`src/rtl/sa_autosa_cdp_rdma_grp_ctrl_if.sv`:
```
// Bus between the CDP RDMA group controller and its register file / datapath.
// Group-level op_en pulses and datapath handshakes in, per-group status and load/interrupt pulses out.
interface sa_autosa_cdp_rdma_grp_ctrl_if;
    logic       producer;
    logic       op_en_set_0;
    logic       op_en_set_1;
    logic       dp_ready;
    logic       dp_done;
    logic       consumer;
    logic [1:0] status_0;
    logic [1:0] status_1;
    logic       op_load;
    logic       op_grp;
    logic [1:0] done_intr;
    logic       busy;

    modport slave (
        input  producer, op_en_set_0, op_en_set_1, dp_ready, dp_done,
        output consumer, status_0, status_1, op_load, op_grp, done_intr, busy
    );

    modport master (
        output producer, op_en_set_0, op_en_set_1, dp_ready, dp_done,
        input  consumer, status_0, status_1, op_load, op_grp, done_intr, busy
    );
endinterface

```
`src/rtl/sa_autosa_cdp_rdma_grp_ctrl.sv`:
```
// Two-group ping-pong controller for the CDP RDMA: tracks op_en per group, loads and runs
// the consumer group on the datapath, and raises a per-group completion interrupt.
module sa_autosa_cdp_rdma_grp_ctrl (
    input  logic                          autosa_core_clk,
    input  logic                          autosa_core_rstn,
    sa_autosa_cdp_rdma_grp_ctrl_if.slave  bus
);
    localparam int unsigned NGRP = 2;
    localparam int unsigned SW   = 2;

    typedef enum logic [1:0] {
        ST_IDLE = 2'd0,
        ST_LOAD = 2'd1,
        ST_RUN  = 2'd2
    } state_e;

    state_e            state_q, state_d;
    logic [NGRP-1:0]   op_en_q, op_en_d;
    logic              consumer_q, consumer_d;
    logic [NGRP-1:0]   done_intr_q, done_intr_d;

    // producer is informational only
    logic unused_producer;
    assign unused_producer = bus.producer;

    always_ff @(posedge autosa_core_clk or negedge autosa_core_rstn) begin
        if (!autosa_core_rstn) begin
            state_q     <= ST_IDLE;
            op_en_q     <= '0;
            consumer_q  <= 1'b0;
            done_intr_q <= '0;
        end else begin
            state_q     <= state_d;
            op_en_q     <= op_en_d;
            consumer_q  <= consumer_d;
            done_intr_q <= done_intr_d;
        end
    end

    // A set on an already-enabled group is absorbed by the OR; completion clear overrides it.
    always_comb begin
        state_d     = state_q;
        op_en_d     = op_en_q | {bus.op_en_set_1, bus.op_en_set_0};
        consumer_d  = consumer_q;
        done_intr_d = '0;
        case (state_q)
            ST_IDLE: begin
                if (op_en_q[consumer_q] && bus.dp_ready) begin
                    state_d = ST_LOAD;
                end
            end
            ST_LOAD: begin
                state_d = ST_RUN;
            end
            ST_RUN: begin
                if (bus.dp_done) begin
                    state_d                 = ST_IDLE;
                    op_en_d[consumer_q]     = 1'b0;
                    consumer_d              = ~consumer_q;
                    done_intr_d[consumer_q] = 1'b1;
                end
            end
            default: begin
                state_d = ST_IDLE;
            end
        endcase
    end

    function automatic logic [SW-1:0] grp_status(input logic en, input logic is_cons, input logic active);
        if (!en)                  return SW'(0);
        else if (is_cons && active) return SW'(1);
        else                      return SW'(2);
    endfunction

    logic active;
    assign active = (state_q != ST_IDLE);

    assign bus.consumer  = consumer_q;
    assign bus.op_grp    = consumer_q;
    assign bus.op_load   = (state_q == ST_LOAD);
    assign bus.done_intr = done_intr_q;
    assign bus.busy      = active;
    assign bus.status_0  = grp_status(op_en_q[0], (consumer_q == 1'b0), active);
    assign bus.status_1  = grp_status(op_en_q[1], (consumer_q == 1'b1), active);
endmodule

```
`src/flat_wrapper.sv`:
```
// flat-port wrapper written by rule: the top's interface ports become plain ports
module sa_autosa_cdp_rdma_grp_ctrl_flat 
  (autosa_core_clk, autosa_core_rstn, bus_producer, bus_op_en_set_0, bus_op_en_set_1, bus_dp_ready, bus_dp_done, bus_consumer, bus_status_0, bus_status_1, bus_op_load, bus_op_grp, bus_done_intr, bus_busy);
  sa_autosa_cdp_rdma_grp_ctrl_if bus_i ();
  input  logic autosa_core_clk;
  input  logic autosa_core_rstn;
  input wire logic [$bits(bus_i.producer)-1:0] bus_producer;
  input wire logic [$bits(bus_i.op_en_set_0)-1:0] bus_op_en_set_0;
  input wire logic [$bits(bus_i.op_en_set_1)-1:0] bus_op_en_set_1;
  input wire logic [$bits(bus_i.dp_ready)-1:0] bus_dp_ready;
  input wire logic [$bits(bus_i.dp_done)-1:0] bus_dp_done;
  output wire logic [$bits(bus_i.consumer)-1:0] bus_consumer;
  output wire logic [$bits(bus_i.status_0)-1:0] bus_status_0;
  output wire logic [$bits(bus_i.status_1)-1:0] bus_status_1;
  output wire logic [$bits(bus_i.op_load)-1:0] bus_op_load;
  output wire logic [$bits(bus_i.op_grp)-1:0] bus_op_grp;
  output wire logic [$bits(bus_i.done_intr)-1:0] bus_done_intr;
  output wire logic [$bits(bus_i.busy)-1:0] bus_busy;
  assign bus_i.producer = bus_producer;
  assign bus_i.op_en_set_0 = bus_op_en_set_0;
  assign bus_i.op_en_set_1 = bus_op_en_set_1;
  assign bus_i.dp_ready = bus_dp_ready;
  assign bus_i.dp_done = bus_dp_done;
  assign bus_consumer = bus_i.consumer;
  assign bus_status_0 = bus_i.status_0;
  assign bus_status_1 = bus_i.status_1;
  assign bus_op_load = bus_i.op_load;
  assign bus_op_grp = bus_i.op_grp;
  assign bus_done_intr = bus_i.done_intr;
  assign bus_busy = bus_i.busy;
  sa_autosa_cdp_rdma_grp_ctrl u_core (.autosa_core_clk(autosa_core_clk), .autosa_core_rstn(autosa_core_rstn), .bus(bus_i));
endmodule
```
`config.mk`:
```
export PLATFORM = sky130hd
export DESIGN_NAME = sa_autosa_cdp_rdma_grp_ctrl_flat
export DESIGN_NICKNAME = d
export VERILOG_FILES = /design/src/rtl/sa_autosa_cdp_rdma_grp_ctrl_if.sv /design/src/rtl/sa_autosa_cdp_rdma_grp_ctrl.sv /design/src/flat_wrapper.sv
export SDC_FILE = /design/constraint.sdc
export NUM_CORES = 1
export LEC_CHECK = 0
export ABC_AREA = 1
export BUFFER_PORTS_ARGS = -buffer_cell sky130_fd_sc_hd__buf_2
export CAP_MARGIN = 20
export CORE_UTILIZATION = 26
export CTS_CLUSTER_DIAMETER = 50
export CTS_CLUSTER_SIZE = 14
export DETAILED_ROUTE_END_ITERATION = 16
export GPL_TIMING_DRIVEN = 0
export PLACE_DENSITY_LB_ADDON = 0.08
export SLEW_MARGIN = 25
export SYNTH_ARGS = -nofsm -noshare
export SYNTH_HDL_FRONTEND = slang
export SYNTH_SLANG_ARGS = --single-unit
```
`constraint.sdc`:
```
create_clock -name autosa_core_clk -period 0.9 [get_ports autosa_core_clk]
set_input_delay 0.045 -clock autosa_core_clk [delete_from_list [all_inputs] [get_ports autosa_core_clk]]
set_output_delay 0.045 -clock autosa_core_clk [all_outputs]
set_load 0.02 [all_outputs]
```
## Word-level counts from Yosys, hierarchy flattened

Index checks and enable logic that the tools add are counted.

| storage, ports and cells | value |
|---|---|
| bits in registers | 7 |
| input port bits | 7 |
| output and inout bits | 10 |
| word-level logic and storage cells | 37 |

| operators by class | value |
|---|---|
| order comparisons | 2 |
| equality and inequality tests | 4 |
| muxes and demuxes | 15 |
| bitwise gates (word level) | 4 |
| reduce and logical (&&, ||, !) cells | 8 |

Operators with widths:

| cell | number |
|---|---|
| 2-to-1 mux 2 bit | 10 |
| one-hot mux 2 bit (3 select lines) | 1 |
| logical AND 1 bit | 4 |
| AND reduction 2 bit | 2 |
| 2-to-1 mux 1 bit | 3 |
| AND 2 bit | 1 |
| == test 2 x 1 -> 1 bit, second input constant | 1 |
| == test 2 bit, second input constant | 1 |
| logical NOT 2 bit | 1 |
| < comparator 1 x 2 -> 1 bit, second input constant | 1 |
| inequality test 2 x 1 -> 1 bit, second input constant | 1 |
| inequality test 2 bit, second input constant | 1 |
| NOT 2 bit | 1 |
| OR 2 bit | 1 |
| nonzero test 2 bit | 1 |
| demux 1 bit (select 1 bit) | 1 |
| greater-or-equal comparator 1 bit, second input constant | 1 |
| NOT 1 bit | 1 |

## Longest topological paths before layout

| logic depth | value |
|---|---|
| word-level depth | 8 |
| gate-level depth with buffers | 5 |
| gate-level depth less buffers | 5 |

## Worst setup path before layout

OpenSTA, ideal clock, no wires.

| timing | value |
|---|---|
| path kind | register to output |
| start | register u_core.consumer_q, in the netlist u_core.bus.consumer |
| end | output bus_status_0[0] |
| arrival time | 1059 ps |
| required time | 855 ps |
| slack | -204 ps |
| stages on the path, launching flop included | 2 |
| path buffers | 0 |
| path through | dfrtp_1 -> nor3_1 |

| between the ends | value |
|---|---|
| longest elaborated chain between the ends | 4 |

Ends and longest elaborated chain:

| element | RTL line | RTL |
|---|---|---|
| start, declared | sa_autosa_cdp_rdma_grp_ctrl.sv:19 | `logic consumer_q, consumer_d;` |
| start signal, assigned | sa_autosa_cdp_rdma_grp_ctrl.sv:35 | `consumer_q <= consumer_d;` |
| NOT 1 bit | sa_autosa_cdp_rdma_grp_ctrl.sv:83 | `assign bus.status_0 = grp_status(op_en_q[0], (consumer_q == 1'b0), active);` |
| logical AND 1 bit | sa_autosa_cdp_rdma_grp_ctrl.sv:71 | `else if (is_cons && active) return SW'(1);` |
| 2-to-1 mux 2 bit | sa_autosa_cdp_rdma_grp_ctrl.sv:71 |  |
| 2-to-1 mux 2 bit | sa_autosa_cdp_rdma_grp_ctrl.sv:70 | `if (!en) return SW'(0);` |
| end, declared | flat_wrapper.sv:13 | `output wire logic [$bits(bus_i.status_0)-1:0] bus_status_0;` |

No other way between the ends.

## Worst setup path in the final report

| timing | value |
|---|---|
| start | register u_core.state_q[0] |
| end | output bus_status_0[1] |

| between the ends | value |
|---|---|
| longest elaborated chain between the ends | 4 |

Ends and longest elaborated chain:

| element | RTL line | RTL |
|---|---|---|
| start, declared | sa_autosa_cdp_rdma_grp_ctrl.sv:17 | `state_e state_q, state_d;` |
| start signal, assigned | sa_autosa_cdp_rdma_grp_ctrl.sv:33 | `state_q <= state_d;` |
| nonzero test 2 bit | sa_autosa_cdp_rdma_grp_ctrl.sv:76 | `assign active = (state_q != ST_IDLE);` |
| logical AND 1 bit | sa_autosa_cdp_rdma_grp_ctrl.sv:71 |  |
| 2-to-1 mux 2 bit | sa_autosa_cdp_rdma_grp_ctrl.sv:71 |  |
| 2-to-1 mux 2 bit | sa_autosa_cdp_rdma_grp_ctrl.sv:70 |  |

No other way between the ends.

==> metrics.log <==
[metrics] count of max-cap constraint violations: 0
[metrics] number of buffers created by CTS: 3
[metrics] part of the Yosys area used for sequential elements: 0.495
[metrics] Post-DRT Antenna Nets: 0
[metrics] cell count after synthesis: 43
[metrics] first-pass GRT wire length: 1.30 mm
[metrics] filler instances: 120
[metrics] worst flop-to-flop path endpoint: u_core.op_en_q[0]$_DFF_PN0_
[metrics] fraction of the mapped netlist area in adder cells: 0
[metrics] kind of critical path: flop to output port
[metrics] row count: 12
[metrics] Worst Setup End Kind: output port
[metrics] maximum clock insertion buffer count: 2
[metrics] DP Wirelength: 564 um
[metrics] Placer Congestion: 0.617
[metrics] dominant combinational cell family by area after synthesis: simple AND/OR/NAND/NOR gates
[metrics] multiplexer area fraction after synthesis: 0
[metrics] ranking of synthesized cells by area: dfrtp_1 49%, nand2_1 11%, nor2_2 7.1%, inv_1 4.2%, inv_2 4.2%
[metrics] static leakage power: 0.320 nW
[metrics] clock root buffer: clkbuf_4
[metrics] Avg Synthesized Cell Area: 8.23 um^2
[metrics] vertical die dimension: 38.9 um
[metrics] H-tree depth: 1
[metrics] fraction of synthesized cell area in xor and xnor cells: 0
[metrics] overflow left after global routing: 0
[metrics] total number of yosys warnings: 0
[metrics] fraction of registers with async set/reset: 1.00
[metrics] all-layer global routing usage: 0.135
[metrics] count of unresolved DRC violations after routing: 0
[metrics] Reg2Reg Setup Slack: -110 ps
[metrics] TritonCTS clock tree: built
[metrics] final count of hold timing violations: 0
[metrics] peak clock frequency supported by timing: 873 MHz
[metrics] Crit Path Max Fanout: 3
[metrics] total detailed-routing wirelength: 800 um
[metrics] total die area: 1510 um^2
[metrics] number of cell instances on the worst register-to-register path: 5
[metrics] effective utilization at floorplan: 0.299
[metrics] worst setup slack before clock tree synthesis: -41.6 ps
[metrics] largest net degree at the start of global routing: 8
[metrics] max_slew headroom: 0.861
[metrics] share of the cycle needed by the critical path after routing: 1.27
[metrics] transition time at the pin with the least slew margin: 209 ps
[metrics] antenna fix cells: 0
[metrics] core occupancy in the finished layout: 0.515
[metrics] register bit total from synthesis: 7
[metrics] maximum ir drop on the vdd rail: 1.37 mV
[metrics] complex-gate fraction of the synthesized area: 0.0424
[metrics] drt initial violations: 1
[metrics] met1 Use GR: 0.159
[metrics] fraction of final layout cells with drive strength greater than 1: 0.642
[metrics] result of the run: complete, but fails checks
[metrics] Worst-path clk slew: 50 ps
[metrics] origin of the critical flop-to-flop path: u_core.bus.consumer$_DFFE_PN0P_
[metrics] met3 track utilization from global routing: 0.0173
[metrics] met2 track demand over resource: 0.204
[metrics] number of global-route vias before repair: 327
[metrics] hold crit path type: input pin to flop
[metrics] max-slew violation total from the final report: 0
[metrics] timing startpoint of the critical path: u_core.state_q[0]$_DFFE_PN0P_
[metrics] final critical path time including I/O delays and setup: 1150 ps
[metrics] detail-routed via count per cell: 4.28
[metrics] TritonRoute pass-1 iters: 2
[metrics] Yosys top cell area share: 0.495
[metrics] least setup slack across all paths after layout: -246 ps
[metrics] Buffers on Ports: 15
[metrics] CP Data Arrival Time: 1100 ps
[metrics] area added between synthesis and finish: 72.4%
[metrics] RSZ-0062 raised after global routing: yes
[metrics] number of distinct standard cells referenced by the synthesized netlist: 15
[metrics] cell count after placement: 72
[metrics] Post-Syn Area: 354 um^2
[metrics] area share of and/or/nand/nor cells after synthesis: 0.357
[metrics] detailed-route via count: 347
[metrics] number of enable-type register cells in the synthesized netlist: 0
[metrics] number of top-level pins: 17
[metrics] required time worst endpoint: 850 ps
[metrics] clock insertion delay at the later pin of the skew report: 250 ps
[metrics] Fin Hold WS: 25.0 ps
[metrics] number of antenna violations at the first check in global routing: 0
[metrics] number of failing setup endpoints in the final timing report: 14
[metrics] number of clock sinks: 7
[metrics] Placeable Area: 1190 um^2
[metrics] final net count: 75
[metrics] Synth Net Count: 50
[metrics] crit path to: bus_status_0[1]
[metrics] Setup Skew: 1.06 ps
[metrics] element type at the critical path start: flop
[metrics] top flip-flop cell by instance count after synthesis: dfrtp_1
[metrics] power density cells: 3940 nW/um^2
[metrics] peak-usage layer in the global routing report: met2
[metrics] post-route non-filler standard cell count: 81
[metrics] cell accounting for the most synthesized area: dfrtp_1
[metrics] setup_tns: -1830 ps
[metrics] per-cell routed wire length: 9.88 um
[metrics] horizontal die dimension: 38.9 um
[metrics] violated checks: negative setup slack
[layout make-up]
type / count / area [um^2] / area share
Timing Repair Buffer: 20 / 151 / 0.248
Clock buffer: 4 / 26.3 / 0.0430
Sequential cell: 7 / 178 / 0.291
Buffer: 1 / 7.51 / 0.0123
Inverter: 8 / 32.5 / 0.0533
Multi-Input combinational cell: 27 / 198 / 0.324
Tap cell: 14 / 17.5 / 0.0287
[timing repair]
item | 4_1_cts | 5_1_grt
resized for setup | 16 | 1
hold endpoints to repair | 7 | 0
setup buffers | 4 | 1
hold buffers | 1 | 0
pin swaps | 4 | 4
setup endpoints to repair | 10 | 15
[logic make-up after synthesis]
| group | Yosys count |
|---|---|
| flops | 7 |
| compound gates | 3 |
| simple gates | 24 |
| buf+inv | 9 |
[worst max-delay path: stages (launching register included)]
cell     delay, ps
dfrtp_1        420
inv_2          100
nand2_4         70
a21oi_4        120
buf_6          130
[flip-flops by register name, summed over array words and instances (netlist names)]
signal and count:
u_core.bus.done_intr 2, u_core.op_en_q 2, u_core.state_q 2, u_core.bus.consumer 1
[power by group]
group | switching [W] | internal [W]
logic | 0.000838 | 0.000711
clock network | 0.000124 | 0.000170
registers | 0.000140 | 0.000421
total | 0.00110 | 0.00130
[layer usage]
layer,routed length (um),up-vias,share of wire
li1,-,175,-
met1,376,154,0.47
met2,360,13,0.45
met3,30,5,0.038
met4,33,0,0.041
met5,0,-,0
[worst min path at each step]
stage | slack [ps] | end | start | depth (start not counted)
after floorplan | -250 | u_core.bus.consumer$_DFFE_PN0P_ | autosa_core_rstn | 0
after global placement | -110 | u_core.bus.done_intr[1]$_DFF_PN0_ | autosa_core_rstn | 1
after detailed placement | -110 | u_core.op_en_q[1]$_DFF_PN0_ | autosa_core_rstn | 1
after CTS | 10 | u_core.state_q[0]$_DFFE_PN0P_ | bus_dp_ready | 3
after global routing | 40 | u_core.op_en_q[1]$_DFF_PN0_ | bus_op_en_set_1 | 3
final | 30 | u_core.state_q[0]$_DFFE_PN0P_ | bus_dp_ready | 3
[through the flow]
| stage | cell area (um^2) | total power, W |
|---|---|---|
| final | 611 | 0.00240 |
| after global routing | 611 | 0.00257 |
| after CTS | 608 | 0.00241 |
| after detailed placement | 492 | 0.00174 |
| after global placement | 492 | 0.00174 |
| after floorplan | 399 | 0.00144 |
[cell usage in the layout, fill, tap and decap left out, drive strengths merged]
cell type and instances:
inv 8, dfrtp 7, nand2 12, nor3 2
a21oi 2, dlygate4sd3 1, o21ai 1, nand3 1
clkbuf 4, nor2 9, buf 20
[synth_stat cells (2+ instances only)]
master,instances
nor2_2,4
inv_2,4
nand2_1,10
dfrtp_1,7
a21oi_1,2
inv_1,4
nor2_1,4
Power figures use the tool's default switching activity.
